`src/rtl/uart_pkg.sv`:
```
// Shared UART definitions: frame-controller state encoding, default sync byte
// and the receive-timeout derivation reused by TX-side blocks.
package uart_pkg;

  localparam logic [2:0] ST_IDLE  = 3'd0;
  localparam logic [2:0] ST_ADDR  = 3'd1;
  localparam logic [2:0] ST_LEN   = 3'd2;
  localparam logic [2:0] ST_DATA  = 3'd3;
  localparam logic [2:0] ST_CHK   = 3'd4;
  localparam logic [2:0] ST_FLUSH = 3'd5;

  typedef enum logic [2:0] {
    S_IDLE  = ST_IDLE,
    S_ADDR  = ST_ADDR,
    S_LEN   = ST_LEN,
    S_DATA  = ST_DATA,
    S_CHK   = ST_CHK,
    S_FLUSH = ST_FLUSH
  } frame_state_t;

  localparam logic [7:0] SYNC_BYTE_DEFAULT = 8'hA5;

  // Two byte times of 10 bits each (start + 8 data + stop).
  function automatic int unsigned timeout_clks(input int unsigned clk_rate,
                                               input int unsigned baud_rate);
    return 20 * (clk_rate / baud_rate);
  endfunction

endpackage

```
`src/rtl/uart_frame_buf.sv`:
```
// Payload register file: one synchronous write port, one combinational read port.
// Contents are never cleared; only entries written for the current frame are read.
module uart_frame_buf #(
  parameter int DEPTH = 16,
  parameter int AW    = 4
) (
  input  logic          clk,
  input  logic          we,
  input  logic [AW-1:0] wa,
  input  logic [7:0]    wd,
  input  logic [AW-1:0] ra,
  output logic [7:0]    rd
);

  logic [7:0] mem [DEPTH];

  always_ff @(posedge clk) begin
    if (we) mem[wa] <= wd;
  end

  assign rd = mem[ra];

endmodule

```
`src/rtl/uart_rx_frame_ctrl.sv`:
```
// Parses SYNC/ADDR/LEN/DATA/CHK frames from the UART byte stream, buffers the
// payload and replays it as register writes only once the XOR checksum matches.
import uart_pkg::*;

module uart_rx_frame_ctrl #(
  parameter int unsigned CLK_RATE    = 100000000,
  parameter int unsigned BAUD_RATE   = 115200,
  parameter int unsigned WORD_LENGTH = 8,
  parameter int unsigned MAX_PAYLOAD = 16,
  parameter logic [7:0]  SYNC_BYTE   = SYNC_BYTE_DEFAULT
) (
  input  logic                   i_clk,
  input  logic                   i_rst,
  input  logic                   i_rx_valid,
  input  logic [WORD_LENGTH-1:0] i_rx_byte,
  output logic                   o_wr_en,
  output logic [7:0]             o_wr_addr,
  output logic [7:0]             o_wr_data,
  output logic                   o_frame_ok,
  output logic                   o_frame_err,
  output logic                   o_overrun,
  output logic                   o_busy,
  output logic [2:0]             o_state
);

  localparam int unsigned TIMEOUT_CLKS = timeout_clks(CLK_RATE, BAUD_RATE);
  localparam int          TW  = (TIMEOUT_CLKS > 2) ? $clog2(TIMEOUT_CLKS) : 1;
  localparam int          AW  = (MAX_PAYLOAD > 1) ? $clog2(MAX_PAYLOAD) : 1;
  localparam logic [TW-1:0] TO_LAST = TW'(TIMEOUT_CLKS - 1);
  localparam logic [7:0]    MAX_LEN = 8'(MAX_PAYLOAD);

  frame_state_t state_q, state_d;
  logic [7:0]    addr_q, addr_d, len_q, len_d, chk_q, chk_d, idx_q, idx_d;
  logic [TW-1:0] to_q, to_d;
  logic          wr_en_d, ok_d, err_d, ovr_d;
  logic [7:0]    wr_addr_d, wr_data_d;
  logic          buf_we, timed, timeout_hit;
  logic [7:0]    buf_rd;

  uart_frame_buf #(.DEPTH(MAX_PAYLOAD), .AW(AW)) u_buf (
    .clk (i_clk),
    .we  (buf_we),
    .wa  (idx_q[AW-1:0]),
    .wd  (i_rx_byte),
    .ra  (idx_q[AW-1:0]),
    .rd  (buf_rd)
  );

  assign timed = (state_q == S_ADDR) || (state_q == S_LEN) ||
                 (state_q == S_DATA) || (state_q == S_CHK);
  // An arriving byte always beats timeout expiry in the same cycle.
  assign timeout_hit = timed && !i_rx_valid && (to_q == TO_LAST);

  always_comb begin
    state_d   = state_q;
    addr_d    = addr_q;
    len_d     = len_q;
    chk_d     = chk_q;
    idx_d     = idx_q;
    to_d      = '0;
    wr_en_d   = 1'b0;
    wr_addr_d = 8'h00;
    wr_data_d = 8'h00;
    ok_d      = 1'b0;
    err_d     = 1'b0;
    ovr_d     = 1'b0;
    buf_we    = 1'b0;
    if (timed && !i_rx_valid && !timeout_hit) to_d = to_q + TW'(1);
    unique case (state_q)
      S_IDLE: if (i_rx_valid && i_rx_byte == SYNC_BYTE) state_d = S_ADDR;
      S_ADDR: if (i_rx_valid) begin
        addr_d  = i_rx_byte;
        chk_d   = i_rx_byte;
        state_d = S_LEN;
      end
      S_LEN: if (i_rx_valid) begin
        if (i_rx_byte == 8'h00 || i_rx_byte > MAX_LEN) begin
          err_d   = 1'b1;
          state_d = S_IDLE;
        end else begin
          len_d   = i_rx_byte;
          chk_d   = chk_q ^ i_rx_byte;
          idx_d   = 8'h00;
          state_d = S_DATA;
        end
      end
      S_DATA: if (i_rx_valid) begin
        buf_we = 1'b1;
        chk_d  = chk_q ^ i_rx_byte;
        if (idx_q == len_q - 8'd1) begin
          idx_d   = 8'h00;
          state_d = S_CHK;
        end else begin
          idx_d = idx_q + 8'd1;
        end
      end
      // The first write leaves on the same edge the checksum is accepted.
      S_CHK: if (i_rx_valid) begin
        if (i_rx_byte == chk_q) begin
          wr_en_d   = 1'b1;
          wr_addr_d = addr_q;
          wr_data_d = buf_rd;
          idx_d     = 8'd1;
          state_d   = S_FLUSH;
        end else begin
          err_d   = 1'b1;
          state_d = S_IDLE;
        end
      end
      S_FLUSH: begin
        ovr_d = i_rx_valid;
        if (idx_q == len_q) begin
          ok_d    = 1'b1;
          state_d = S_IDLE;
        end else begin
          wr_en_d   = 1'b1;
          wr_addr_d = addr_q + idx_q;
          wr_data_d = buf_rd;
          idx_d     = idx_q + 8'd1;
        end
      end
      default: state_d = S_IDLE;
    endcase
    if (timeout_hit) begin
      err_d   = 1'b1;
      state_d = S_IDLE;
    end
  end

  always_ff @(posedge i_clk or posedge i_rst) begin
    if (i_rst) begin
      state_q     <= S_IDLE;
      addr_q      <= '0;
      len_q       <= '0;
      chk_q       <= '0;
      idx_q       <= '0;
      to_q        <= '0;
      o_wr_en     <= 1'b0;
      o_wr_addr   <= '0;
      o_wr_data   <= '0;
      o_frame_ok  <= 1'b0;
      o_frame_err <= 1'b0;
      o_overrun   <= 1'b0;
      o_busy      <= 1'b0;
    end else begin
      state_q     <= state_d;
      addr_q      <= addr_d;
      len_q       <= len_d;
      chk_q       <= chk_d;
      idx_q       <= idx_d;
      to_q        <= to_d;
      o_wr_en     <= wr_en_d;
      o_wr_addr   <= wr_addr_d;
      o_wr_data   <= wr_data_d;
      o_frame_ok  <= ok_d;
      o_frame_err <= err_d;
      o_overrun   <= ovr_d;
      o_busy      <= (state_d != S_IDLE);
    end
  end

  assign o_state = state_q;

endmodule
```
`config.mk`:
```
export PLATFORM = sky130hd
export DESIGN_NAME = uart_rx_frame_ctrl
export DESIGN_NICKNAME = d
export VERILOG_FILES = /design/src/rtl/uart_pkg.sv /design/src/rtl/uart_frame_buf.sv /design/src/rtl/uart_rx_frame_ctrl.sv
export SDC_FILE = /design/constraint.sdc
export NUM_CORES = 1
export LEC_CHECK = 0
export BUFFER_PORTS_ARGS = -buffer_cell sky130_fd_sc_hd__clkbuf_2
export CORE_UTILIZATION = 30
export DETAILED_ROUTE_END_ITERATION = 7
export GPL_TIMING_DRIVEN = 0
export HOLD_SLACK_MARGIN = 0.08
export PLACE_DENSITY = 0.46
export SYNTH_ARGS = -nofsm -noshare
export SYNTH_HDL_FRONTEND = slang
export SYNTH_SLANG_ARGS = --single-unit
```
`constraint.sdc`:
```
create_clock -name i_clk -period 6.7 [get_ports i_clk]
set_clock_uncertainty 0.2 [all_clocks]
set_input_delay 0.67 -clock i_clk [delete_from_list [all_inputs] [get_ports i_clk]]
set_output_delay 0.67 -clock i_clk [all_outputs]
set_load 0.1 [all_outputs]
```
Word level (Yosys, flattened, before mapping)
Memories as Yosys holds them, arrays and structs flattened.
Cells that the tools add are included.
{ "classes": {"add_sub_neg": 4, "order_cmp": 1, "n_eq_ne": 17, "mux": 50, "bitwise_logic": 2, "reduce_logical": 19} }
{ "ops": {"columns": ["operator", "count"], "rows": [
  ["$mux W8", 17],
  ["$pmux W8 S2", 2],
  ["$pmux W8 S4", 1],
  ["$mux W3", 9],
  ["$eq A8 B8 Y1", 3],
  ["$pmux W8 S3", 1],
  ["$pmux W3 S6", 1],
  ["$add A15 B1 Y15 const B", 1],
  ["$eq A15 B15 Y1 const B", 1],
  ["$mux W1", 15],
  ["$mux W15", 1],
  ["$ne A2 B2 Y1 const B", 6],
  ["$add A8 B1 Y8 const B", 1],
  ["$add A8 B8 Y8", 1],
  ["$eq A8 B8 Y1 const B", 1],
  ["$gt A8 B5 Y1 const B", 1],
  ["$logic_not A8 Y1", 1],
  ["$sub A8 B1 Y8 const B", 1],
  ["$xor A8 B8 Y8", 1],
  ["$reduce_and A7 Y1", 1],
  ["$eq A3 B2 Y1 const B", 2],
  ["$eq A3 B3 Y1 const B", 2],
  ["$reduce_bool A3 Y1", 2],
  ["$reduce_and A5 Y1", 1],
  ["12 further kinds", 20]
]} }
{ "word_totals": {"reg_bits": 71, "mem_bits_rw": 128, "input_bits": 11, "out_inout_bits": 24, "word_cells": 107, "memories": 1} }
{ "mem_list": {"columns": ["memory", "depth", "word_bits", "read_ports", "rd_clocked_by_memory_dff", "write_ports", "line_no", "rtl"], "rows": [
  ["u_buf.mem", 16, 8, 1, 0, 1, "uart_frame_buf.sv:15", "logic [7:0] mem [DEPTH];"]
]} }

Depth between registers and ports, before layout
Gate-level depths: netlist of the first run.
{ "depth": {"ltp_word": 9, "depth_mapped": 10} }

Hierarchy
A second synthesis of the first run with hierarchy kept.
{ "unflattened": {"hier_cells": 634, "area_unflattened_um2": 8988.6} }
{ "modules_own_cells": {"columns": ["module", "n_inst", "cells_per_inst", "area_per_inst_um2", "seq_area_each_um2"], "rows": [
  ["uart_frame_buf", 1, 221, 4987.3, 3843.7],
  ["uart_rx_frame_ctrl", 1, 413, 4001.3, 1776.7]
]} }

Worst setup path before layout of the first run
Ideal clock, no wire load.
{ "synth_timing": {"path_kind": "input -> register", "from": "input port i_rx_byte[0]", "to": "register idx_q[0]", "setup_ns": 0.130, "arrival_ns": 2.760, "path_slack_ns": 3.610, "stages": 9, "path_buffers": 2, "cell_sequence": "buf_4 > nor4_1 > xor2_1 > nor4_4 > and2b_2 > or4_2 > buf_4 > a221oi_1 > a21oi_1"} }
{ "synth_between": {"elab_chain_len": 4, "elab_cells_between_ends": 7} }
{ "synth_rtl": {"columns": ["element", "line_no", "rtl"], "rows": [
  ["start, declared", "uart_rx_frame_ctrl.sv:15", "input logic [WORD_LENGTH-1:0] i_rx_byte,"],
  ["$gt A8 B5 Y1 / $logic_not A8 Y1 (equally long branches)", "uart_rx_frame_ctrl.sv:77", "if (i_rx_byte == 8'h00 || i_rx_byte > MAX_LEN) begin"],
  ["$logic_or A1 B1 Y1", "uart_rx_frame_ctrl.sv:77", null],
  ["$ne A2 B2 Y1 (no line)", null, null],
  ["$reduce_and A7 Y1 (no line) (*)", null, null],
  ["end signal, assigned", "uart_rx_frame_ctrl.sv:150", "idx_q <= idx_d;"],
  ["end, declared", "uart_rx_frame_ctrl.sv:33", "logic [7:0] addr_q, addr_d, len_q, len_d, chk_q, chk_d, idx_q, idx_d;"]
]} }
Every way passes the cells marked *; elsewhere a longest branch is shown, timed or not.
A chain may end at the register's enable or synchronous reset.

Worst setup path after layout of the first run
Ends and elaborated chain as after synthesis.

==> results.md, run 1 <==
* Min Tclk post-route at 3350 ps
* Cts bufs inserted at 17
* Final Net Count at 693
* Largest net degree at the start of global routing at 60
* Worst min path class: reg -> reg
* Fraction of layout cells with a size suffix above 1 at between 20% and 30%
* Area of the die at just over 30000 um2
* Final GP Congestion at 0.744
* First-pass iteration count of the detailed router at 5
* Mapped Cells at slightly above 600
* Maximum clock insertion buffer count at 2
* Final setup fails at 0
* Dpl cell area at around 9600 um2
* Antenna-violating nets left at 0
* Async SR Flop Fraction at a little over a third
* Placement Setup Slack at 2910 ps
* Crit path largest cell delay at around 700 ps
* Reg-to-reg slack, setup at roughly 3600 ps
* Arrival @ worst endpoint at between 3000 and 4000 ps
* HP Start: to_q[0]
* Worst-path maximum fanout at 17
* Met1 global-route usage at 20.3%
* Area Overhead vs Synth at 15.4%
* Final hold vios at 0
* CTS H-tree depth at 4
* Register area share after synthesis at 63.3%
* Routed WL at 20.9 mm
* Via count at just over 5000
* Setup TNS at 0 ps
* Synthesized net count at 636
* Power density over the cells at just over 300 nW/um2
* Grt total ovfl at 0
* Root Buffer: clkbuf_16
* Clock Latency Late Sink at 450 ps
* Final Core Density at 35.4%
* Worst Setup End Kind: register
* Antenna cells at 0
* First-pass GRT wire length at 32.8 mm
* Ys flop type: edfxtp_1
* Synth area leader: edfxtp_1
* Dominant cells by area after synthesis: edfxtp_1 (43%), dfrtp_1 (20%), mux4_2 (10%), xnor2_1 (2.5%), ha_1 (2.3%)
* Hold endpoint: to_q[0]
* M2 GR Usage at between 20% and 30%
* Initial antenna violation count at 0
* Synth cell types at 63
* Cells after DPL at between 1000 and 1500
* Worst vdd ir at 0.000200 V
* LEAKAGE at 3.72 nW
* Top cell type's share of synthesized area at 43.3%
* MaxCap Viol Count at 0
* DR vias/cell at about 4.9
* CP Cell Sequence: clkbuf_2, buf_4, nor4_1, xor2_1, nor4_4, and2b_2, or4_2, buf_4, a221oi_1, a21oi_1
* Most Crowded Layer GR: met2
* Least-Margin Pin Slew at 1400 ps
* Reg clk slew, reported paths at approximately 90 ps
* Cell Area, Synth at 8880 um2
* Port Buffers at 34
* Run status: completed
* Initial Utilization at 30.7%
* Slowest cell on crit path: or4_2
* DR DRC count at 0
* Fmax achieved at ~300 MHz
* Worst R2R Path Depth at 5
* Hold depth at 1
* Final Cycle Share at 49.9%
* CTS tree: built
* Cell family contributing the most delay on the critical path: simple AND/OR/NAND/NOR gates
* Initial DRC Count at 446
* Die Height at 174 um
* Vias in the first global route at 5362
* Rows at 62
* Critical path class: in -> reg
* Synth Area per Inst at 14.6 um2
* GRT Overall Usage at 14.5%
* Dpl hpwl at 14.1 mm
* CP dominant cell by count: buf_4
* Worst setup margin at approximately 3400 ps
* Critical Path RT at 6820 ps
* Seq cells post-synth at 199
* IO Pins at 35
* Final Max Tran Viols at 0
* Final std cells w/o fill at around 1100
* Buf/Inv on CP at 3
* FF-to-FF Start: o_state[2]
* Fin area at 10200 um2
* Critical R2R Capture: u_buf.mem[3][1]
* Number of synthesized flops with an enable pin at 128
* Wire per inst at slightly below 20 um
* Core Box Area at 28900 um2
* Syn. warnings at 0
* Post_cts resized at 0
* TritonCTS Sinks at slightly below 200
* Die width at around 170 um
* Max-slew headroom at 6.12%
* CP startpoint kind: input port
* Unrepaired setup endpoints after global routing: no
* M3 GR Usage at 2.19%
==> cell type report <==
class / instances / area (um2)
fillers: 2733 / 18700
flip-flops and latches: 199 / 5620
multi-input cells: 358 / 2990
well taps: 384 / 480
clock buffers: 17 / 425
clock inverters: 15 / 243
repair buffers: 38 / 220
plain buffers: 29 / 181
inverters: 22 / 85.1
==> worst max-delay path by stage <==
stage,startpoint,slack (ps),depth (start not counted),to
final,i_rx_byte[0],3350,10,idx_q[0]
after global routing,i_rx_byte[0],3160,10,chk_q[7]
after CTS,i_rx_byte[0],3370,10,idx_q[0]
after detailed placement,i_rx_byte[0],2910,10,idx_q[0]
after global placement,i_rx_byte[0],2990,10,idx_q[0]
after floorplan,i_rx_byte[0],3610,9,idx_q[0]
==> sequential cells by signal (all words and copies together), names as in the netlist <==
signal       cells
o_state          3
o_wr_addr        8
u_buf.mem      128
addr_q           8
o_busy           1
chk_q            8
o_overrun        1
to_q            15
o_wr_en          1
idx_q            8
o_wr_data        8
o_frame_err      1
o_frame_ok       1
len_q            8
==> cells by family after synthesis <==
logic type / count (synthesis) / synth area share, %
flip-flops: 199 / 63.3
AND/OR/NAND/NOR: 171 / 10.2
AO/OA/AOI/OAI: 84 / 6.02
multiplexers: 52 / 11.7
buffers and inverters: 51 / 2.97
XOR/XNOR: 34 / 3.35
adder cells (fa/ha/maj): 17 / 2.48
==> cell usage in the layout, fill, tap and decap left out, types with 4 or more instances in the layout <==
cell type / instances
edfxtp_1: 128
dfrtp_1: 71
nor2_1: 46
mux4_2: 40
a21oi_1: 34
clkbuf_2: 34
nand2_1: 30
xnor2_1: 25
inv_1: 20
nand3_1: 19
o21ai_0: 19
clkbuf_16: 17
ha_1: 16
clkbuf_1: 13
and3_1: 13
mux2_2: 12
nor2b_1: 11
nor3_1: 10
xor2_1: 9
nand4_1: 7
a22oi_1: 7
buf_2: 6
buf_4: 6
inv_12: 6
nand2b_1: 5
o22ai_1: 5
inv_16: 5
clkbuf_8: 4
nor3b_1: 4
inv_8: 4
==> timing repair <==
item                                   4_1_cts  5_1_grt
buffers inserted                             0        0
hold buffers                                 1        0
endpoints found under the hold margin       12        0
==> metal layers <==
metal / wire length (um) / part of all wire, % / vias up
li1: - / - / 2403
met1: 9830 / 47 / 2657
met2: 10200 / 49 / 119
met3: 641 / 3.1 / 12
met4: 191 / 0.92 / 0
met5: 0 / 0 / -
==> through the flow <==
step | hold WS (ps) | total power, mW
2_1_floorplan | 255 | 1.84
3_3_place_gp | 272 | 2.00
3_5_place_dp | 290 | 2.01
4_1_cts | 303 | 3.16
5_1_grt | 338 | 3.25
6_report | 298 | 3.12
==> report_power, final <==
| group | switching [mW] | total [mW] | leakage, nW | internal, mW |
|---|---|---|---|---|
| combinational | 0.300 | 0.583 | 1.29 | 0.283 |
| clock | 0.604 | 1.15 | 0.326 | 0.550 |
| sequential | 0.0452 | 1.39 | 2.10 | 1.34 |
==> cells in the mapped netlist (all sizes together), types with 2 or more instances <==
cell type and count:
clkbuf 17, or3 4, a211oi 2, xor2 9, edfxtp 128, nand4 7
xnor2 25, and2 4, nand2b 6, nor2 46, mux4 40, nand2 30
mux2 12, buf 12, nor2b 11, dfrtp 71, o22ai 5, nand3 19
ha 16, o21ai 20, nor3 11, inv 22, and3 14, o31a 2
or4 4, a22oi 7, a21oi 34, nor3b 4, nand4b 2, nor4 4
a21o 3, o21bai 2
==> worst reg2reg max path, stage by stage, from the launching register on <==
cell and delay, ps:
dfrtp_1 440, clkbuf_1 230, nor2_1 200, and3_1 360
nand2_1 240, nor3_1 1100
Power figures use the tool's default switching activity.
==> inputs of run 2 (changes only) <==
==> constraint.sdc (replaced) <==
create_clock -name i_clk -period 3.2 [get_ports i_clk]
set_clock_uncertainty 0.2 [all_clocks]
set_input_delay 0.32 -clock i_clk [delete_from_list [all_inputs] [get_ports i_clk]]
set_output_delay 0.32 -clock i_clk [all_outputs]
set_load 0.1 [all_outputs]
==> results.md, run 2 (synthesized netlist as in run 1, its figures left out) <==
* Run status: completed
* M3 GR Usage at 2.19%
* Port Buffers at 34
* Net Switching at roughly 2.0 mW
* Die Height at 174 um
* Placement Setup Slack at -235 ps
* Worst-path maximum fanout at 10
* Antenna-violating nets left at 0
* Least-Margin Pin Slew at 959 ps
* Register cell area after layout at 5620 um2
* Power density over the cells at 638 nW/um2
* Fmax achieved at between 300 and 400 MHz
* Footprint of the multi-input gates at approximately 3000 um2
* GRT Overall Usage at ~15%
* Cts bufs inserted at 17
* Biggest register: u_buf.mem
* Initial antenna violation count at 0
* Die width at 174 um
* Max-slew headroom at 35.8%
* Area of the die at 30300 um2
* Rows at 62
* Switch share at 30.5%
* Worst setup margin at 166 ps
* Clock Latency Late Sink at 450 ps
* Met1 global-route usage at 20.3%
* Cells after DPL at slightly above 1000
* Area Overhead vs Synth at 15.7%
* Final std cells w/o fill at 1061
* Min Tclk post-route at 3030 ps
* Reg clk slew, reported paths at 90 ps
* Maximum clock insertion buffer count at 2
* Final GP Congestion at 0.744
* IO Pins at 35
* TritonCTS Sinks at 199
* Int Pwr at 4.56 mW
* CP startpoint kind: register
* Unrepaired setup endpoints after global routing: no
* Clk pwr share at about 37%
* CTS H-tree depth at 4
* Worst vdd ir at 0.000420 V
* DR vias/cell at 4.87
* First-pass iteration count of the detailed router at 4
* Initial Utilization at 30.7%
* Vias in the first global route at 5350
* Arrival @ worst endpoint at 3180 ps
* LEAKAGE at 3.73 nW
* Max FFs per register at 128
* Final hold vios at 0
* Largest regs: u_buf.mem: 128 flops, to_q: 15 flops
* First-pass GRT wire length at around 33 mm
* Final setup fails at 0
* Grt total ovfl at 0
* Largest net degree at the start of global routing at 60
* Fillers at 2739
* Critical path class: reg -> reg
* Fraction of layout cells with a size suffix above 1 at 23.3%
* Final Net Count at around 690
* Final Max Tran Viols at 0
* Antenna cells at 0
* Final Cycle Share at a little over nine tenths
* Via count at about 5200
* Comb power frac at 18.8%
* Dpl hpwl at approximately 14 mm
* CTS tree: built
* Core Box Area at 28900 um2
* M2 GR Usage at about a quarter
* Critical Path RT at about 3400 ps
* Most common cell after layout, fill and taps aside: edfxtp_1
* DR DRC count at 0
* MaxCap Viol Count at 0
* Root Buffer: clkbuf_16
* Routed WL at 20.8 mm
* Flop pwr share at ~44%
* Worst Setup End Kind: register
* Most Crowded Layer GR: met2
* Worst min path class: in -> async
* Wire per inst at 19.6 um
* Initial DRC Count at between 400 and 500
* Commonest cells after routing, fill and taps aside: edfxtp_1 (128), dfrtp_1 (71), nor2_1 (46)
run 2: cell types whose count changed in the layout (fill, tap and decap cells not counted):
cell,change
buf_2,-1
buf_4,-1
clkbuf_4,+1
nor3_1,-4
nor3_2,+4
xnor2_1,-1
xnor2_2,+1
run 2: cell type report:
type,count,area share [%]
sequential,199,54.7
inverter,22,0.828
tap,384,4.68
clock buffer,17,4.14
timing repair buffer,37,2.07
buffer,29,1.79
clock inverter,15,2.36
multi-input combinational,358,29.4
run 2: power by group through the flow:
stage	clock, mW	sequential, mW	combinational, mW
after CTS	2.47	2.90	1.25
final	2.42	2.90	1.23
after global placement	0	2.96	1.23
after detailed placement	0	2.96	1.25
after floorplan	0	2.92	0.925
after global routing	2.57	2.91	1.35
run 2: through the flow:
stage	power [mW]	util [%]	hold slack, ps	setup TNS, ps	cell area, um2
after floorplan	3.85	-	219	0	8880
after global placement	4.19	32.9	272	-8550	9530
after detailed placement	4.21	33.0	54.0	-2040	9560
after CTS	6.62	35.4	128	0	10200
after global routing	6.83	35.5	136	0	10300
final	6.56	35.5	134	0	10300
run 2: repair_timing:
| action | CTS | global route |
|---|---|---|
| cloned | 0 | 0 |
| setup buffers | 0 | 0 |
| endpoints found under the hold margin | 71 | 0 |
| gates resized for setup | 1 | 4 |
| hold buffers | 1 | 0 |
| setup endpoints to repair | 8 | 11 |
run 2: final timing paths:
kind                         startpoint               end  slack [ps]  cells after the start
setup / recovery               idx_q[1]      o_wr_data[2]         170                      5
hold / removal                    i_rst           o_wr_en         130                      3
setup reg to reg               idx_q[1]      o_wr_data[2]         170                      5
hold reg to reg                 to_q[0]           to_q[0]         300                      1
max in group asynchronous         i_rst          len_q[1]        2110                      4
min in group i_clk         i_rx_byte[2]  u_buf.mem[15][2]         170                      1
run 2: worst max-delay path, stage by stage, from the launching register on:
cell      delay, ps
dfrtp_1         550
buf_2           360
clkbuf_1        620
mux4_2          460
mux4_2          530
and3_1          200
run 2: metal layers:
layer	up-vias	wire length, um
met1	2660	9920
met3	13	568
li1	2400	-
met2	91	10100
met4	0	198
met5	-	0
==> inputs of run 3 (changes only) <==
--- a/config.mk
+++ b/config.mk
@@ -6,11 +6,13 @@
 export NUM_CORES = 1
 export LEC_CHECK = 0
 export BUFFER_PORTS_ARGS = -buffer_cell sky130_fd_sc_hd__clkbuf_2
+export CELL_PAD_IN_SITES_DETAIL_PLACEMENT = 2
+export CELL_PAD_IN_SITES_GLOBAL_PLACEMENT = 2
 export CORE_UTILIZATION = 30
 export DETAILED_ROUTE_END_ITERATION = 7
 export GPL_TIMING_DRIVEN = 0
 export HOLD_SLACK_MARGIN = 0.08
-export PLACE_DENSITY = 0.46
+export PLACE_DENSITY = 0.58
 export SYNTH_ARGS = -nofsm -noshare
 export SYNTH_HDL_FRONTEND = slang
 export SYNTH_SLANG_ARGS = --single-unit
==> results.md, run 3 (synthesized netlist as in run 1, its figures left out) <==
* Dpl cell area at approximately 9600 um2
* Hold endpoint: u_buf.mem[13][4]
* CP startpoint kind: register
* Setup TNS at 0 ps
* First-pass GRT wire length at 36.6 mm
* Final setup fails at 0
* Wire per inst at 22.1 um
* Footprint of the multi-input gates at 3030 um2
* Rows at 62
* Largest regs: u_buf.mem: 128 flops, to_q: 15 flops
* HP Start: i_rx_byte[4]
* Commonest cells after routing, fill and taps aside: edfxtp_1 (128), dfrtp_1 (71), nor2_1 (46)
* Antenna-violating nets left at 0
* Worst vdd ir at 0.000393 V
* Port Buffers at 34
* Final hold vios at 0
* Largest net degree at the start of global routing at between 40 and 50
* MaxCap Viol Count at 0
* Unrepaired setup endpoints after global routing: no
* Clock Latency Late Sink at 430 ps
* Final Net Count at 691
* Fin area at 10300 um2
* Die width at around 170 um
* Int Pwr at ~4.6 mW
* TritonCTS Sinks at slightly below 200
* IO Pins at 35
* Worst min path class: in -> reg
* Fraction of layout cells with a size suffix above 1 at 23.5%
* Max FFs per register at 128
* CTS H-tree depth at 4
* First-pass iteration count of the detailed router at 4
* Root Buffer: clkbuf_16
* Clk pwr share at 35.9%
* FF-to-FF Start: idx_q[1]
* Dpl hpwl at 16.5 mm
* Max-slew headroom at 39.0%
* Final std cells w/o fill at roughly 1100
* Most common cell after layout, fill and taps aside: edfxtp_1
* CTS tree: built
* Vias in the first global route at 5942
* WHS at 200 ps
* Grt total ovfl at 0
* Cells after DPL at 1027
* Biggest register: u_buf.mem
* Switch share at 29.7%
* Final Max Tran Viols at 0
* Worst-path maximum fanout at 10
* Initial Utilization at 30.7%
* Initial DRC Count at 302
* DR DRC count at 0
* Final Cycle Share at 94.4%
* Initial antenna violation count at 0
* Net Switching at 1.94 mW
* Run status: completed
* Worst Setup End Kind: register
* GRT Overall Usage at 16.3%
* Fmax achieved at 331 MHz
* Hold depth at 1
* Critical R2R Capture: o_wr_data[2]
* Comb power frac at 19.5%
* Register cell area after layout at 5620 um2
* Least-Margin Pin Slew at 911 ps
* Maximum clock insertion buffer count at 2
* Reg-to-reg slack, setup at 180 ps
* Area Overhead vs Synth at 15.6%
* Core Box Area at approximately 29000 um2
* Critical path class: reg -> reg
* Fillers at 2918
* Min Tclk post-route at 3020 ps
* Reg clk slew, reported paths at ~90 ps
* LEAKAGE at ~3.7 nW
* Power density over the cells at 635 nW/um2
* Via count at 5320
* Antenna cells at 0
* Post-layout power at 6.52 mW
* Final GP Congestion at 0.780
* Worst R2R Path Depth at 5
* Die Height at roughly 170 um
* Cts bufs inserted at 17
* Routed WL at 23.4 mm
* Arrival @ worst endpoint at 3150 ps
* Post-CTS setup buffer count at 0
* DR vias/cell at 5.02
* Flop pwr share at about 45%
* Critical Path RT at 3330 ps
* Area of the die at 30300 um2
==> run 3: cell types whose count changed in the layout (fill, tap and decap cells not counted), sizes merged <==
| cell | before | now |
|---|---|---|
| inv | 37 | 30 |
| buf | 13 | 12 |
| clkinv | 0 | 6 |
| bufinv | 0 | 1 |
==> run 3: area by class of cell <==
type / instances / share of cell area [%]
Buffer: 29 / 1.79
Multi-Input combinational cell: 358 / 29.5
Clock inverter: 15 / 2.24
Clock buffer: 17 / 4.14
Timing Repair Buffer: 36 / 2.02
Inverter: 22 / 0.829
Sequential cell: 199 / 54.8
Tap cell: 384 / 4.68
==> run 3: power groups by stage <==
stage	Clock, mW	Sequential [mW]	Combinational, mW
floorplan	0	2.92	0.925
global placement	0	2.95	1.23
detailed placement	0	2.96	1.27
CTS	2.40	2.90	1.28
global route	2.48	2.92	1.39
finish	2.34	2.90	1.27
==> run 3: critical path: stages (launching register included) <==
cell      delay [ps]
dfrtp_1          520
buf_2            350
clkbuf_1         670
mux4_2           470
mux4_2           500
and3_1           220
==> run 3: per-stage QoR <==
step / utilization (%) / setup slack, ps
final: 35.5 / 179
after floorplan: - / 190
after global routing: 35.5 / 7.76
after detailed placement: 33.0 / -284
after CTS: 35.3 / 38.4
after global placement: 32.9 / -175
==> run 3: worst max-delay path by stage <==
stage                       from  depth (start not counted)      endpoint  slack, ps
finish                  idx_q[1]                          5  o_wr_data[2]        180
global route            idx_q[1]                          8      idx_q[0]          8
CTS                   o_state[2]                          9        o_busy         40
detailed placement  i_rx_byte[0]                         10      chk_q[1]       -280
global placement           i_rst                          2      chk_q[6]       -170
floorplan             o_state[1]                          7      idx_q[0]        190
==> run 3: layer usage <==
layer  global-route usage [%]  vias to the layer above  share of wire (%)
met2                     27.8                       69                 50
met1                     21.8                     2841                 46
met5                        0                        -                  0
li1                         -                     2397                  -
met3                     2.12                       13                2.9
met4                     4.61                        0                1.2
==> run 3: timing repair <==
item / CTS / global route
endpoints found under the hold margin: 68 / 0
gates resized for setup: 1 / 7
setup endpoints to repair: 8 / 33
hold buffers: 1 / 0
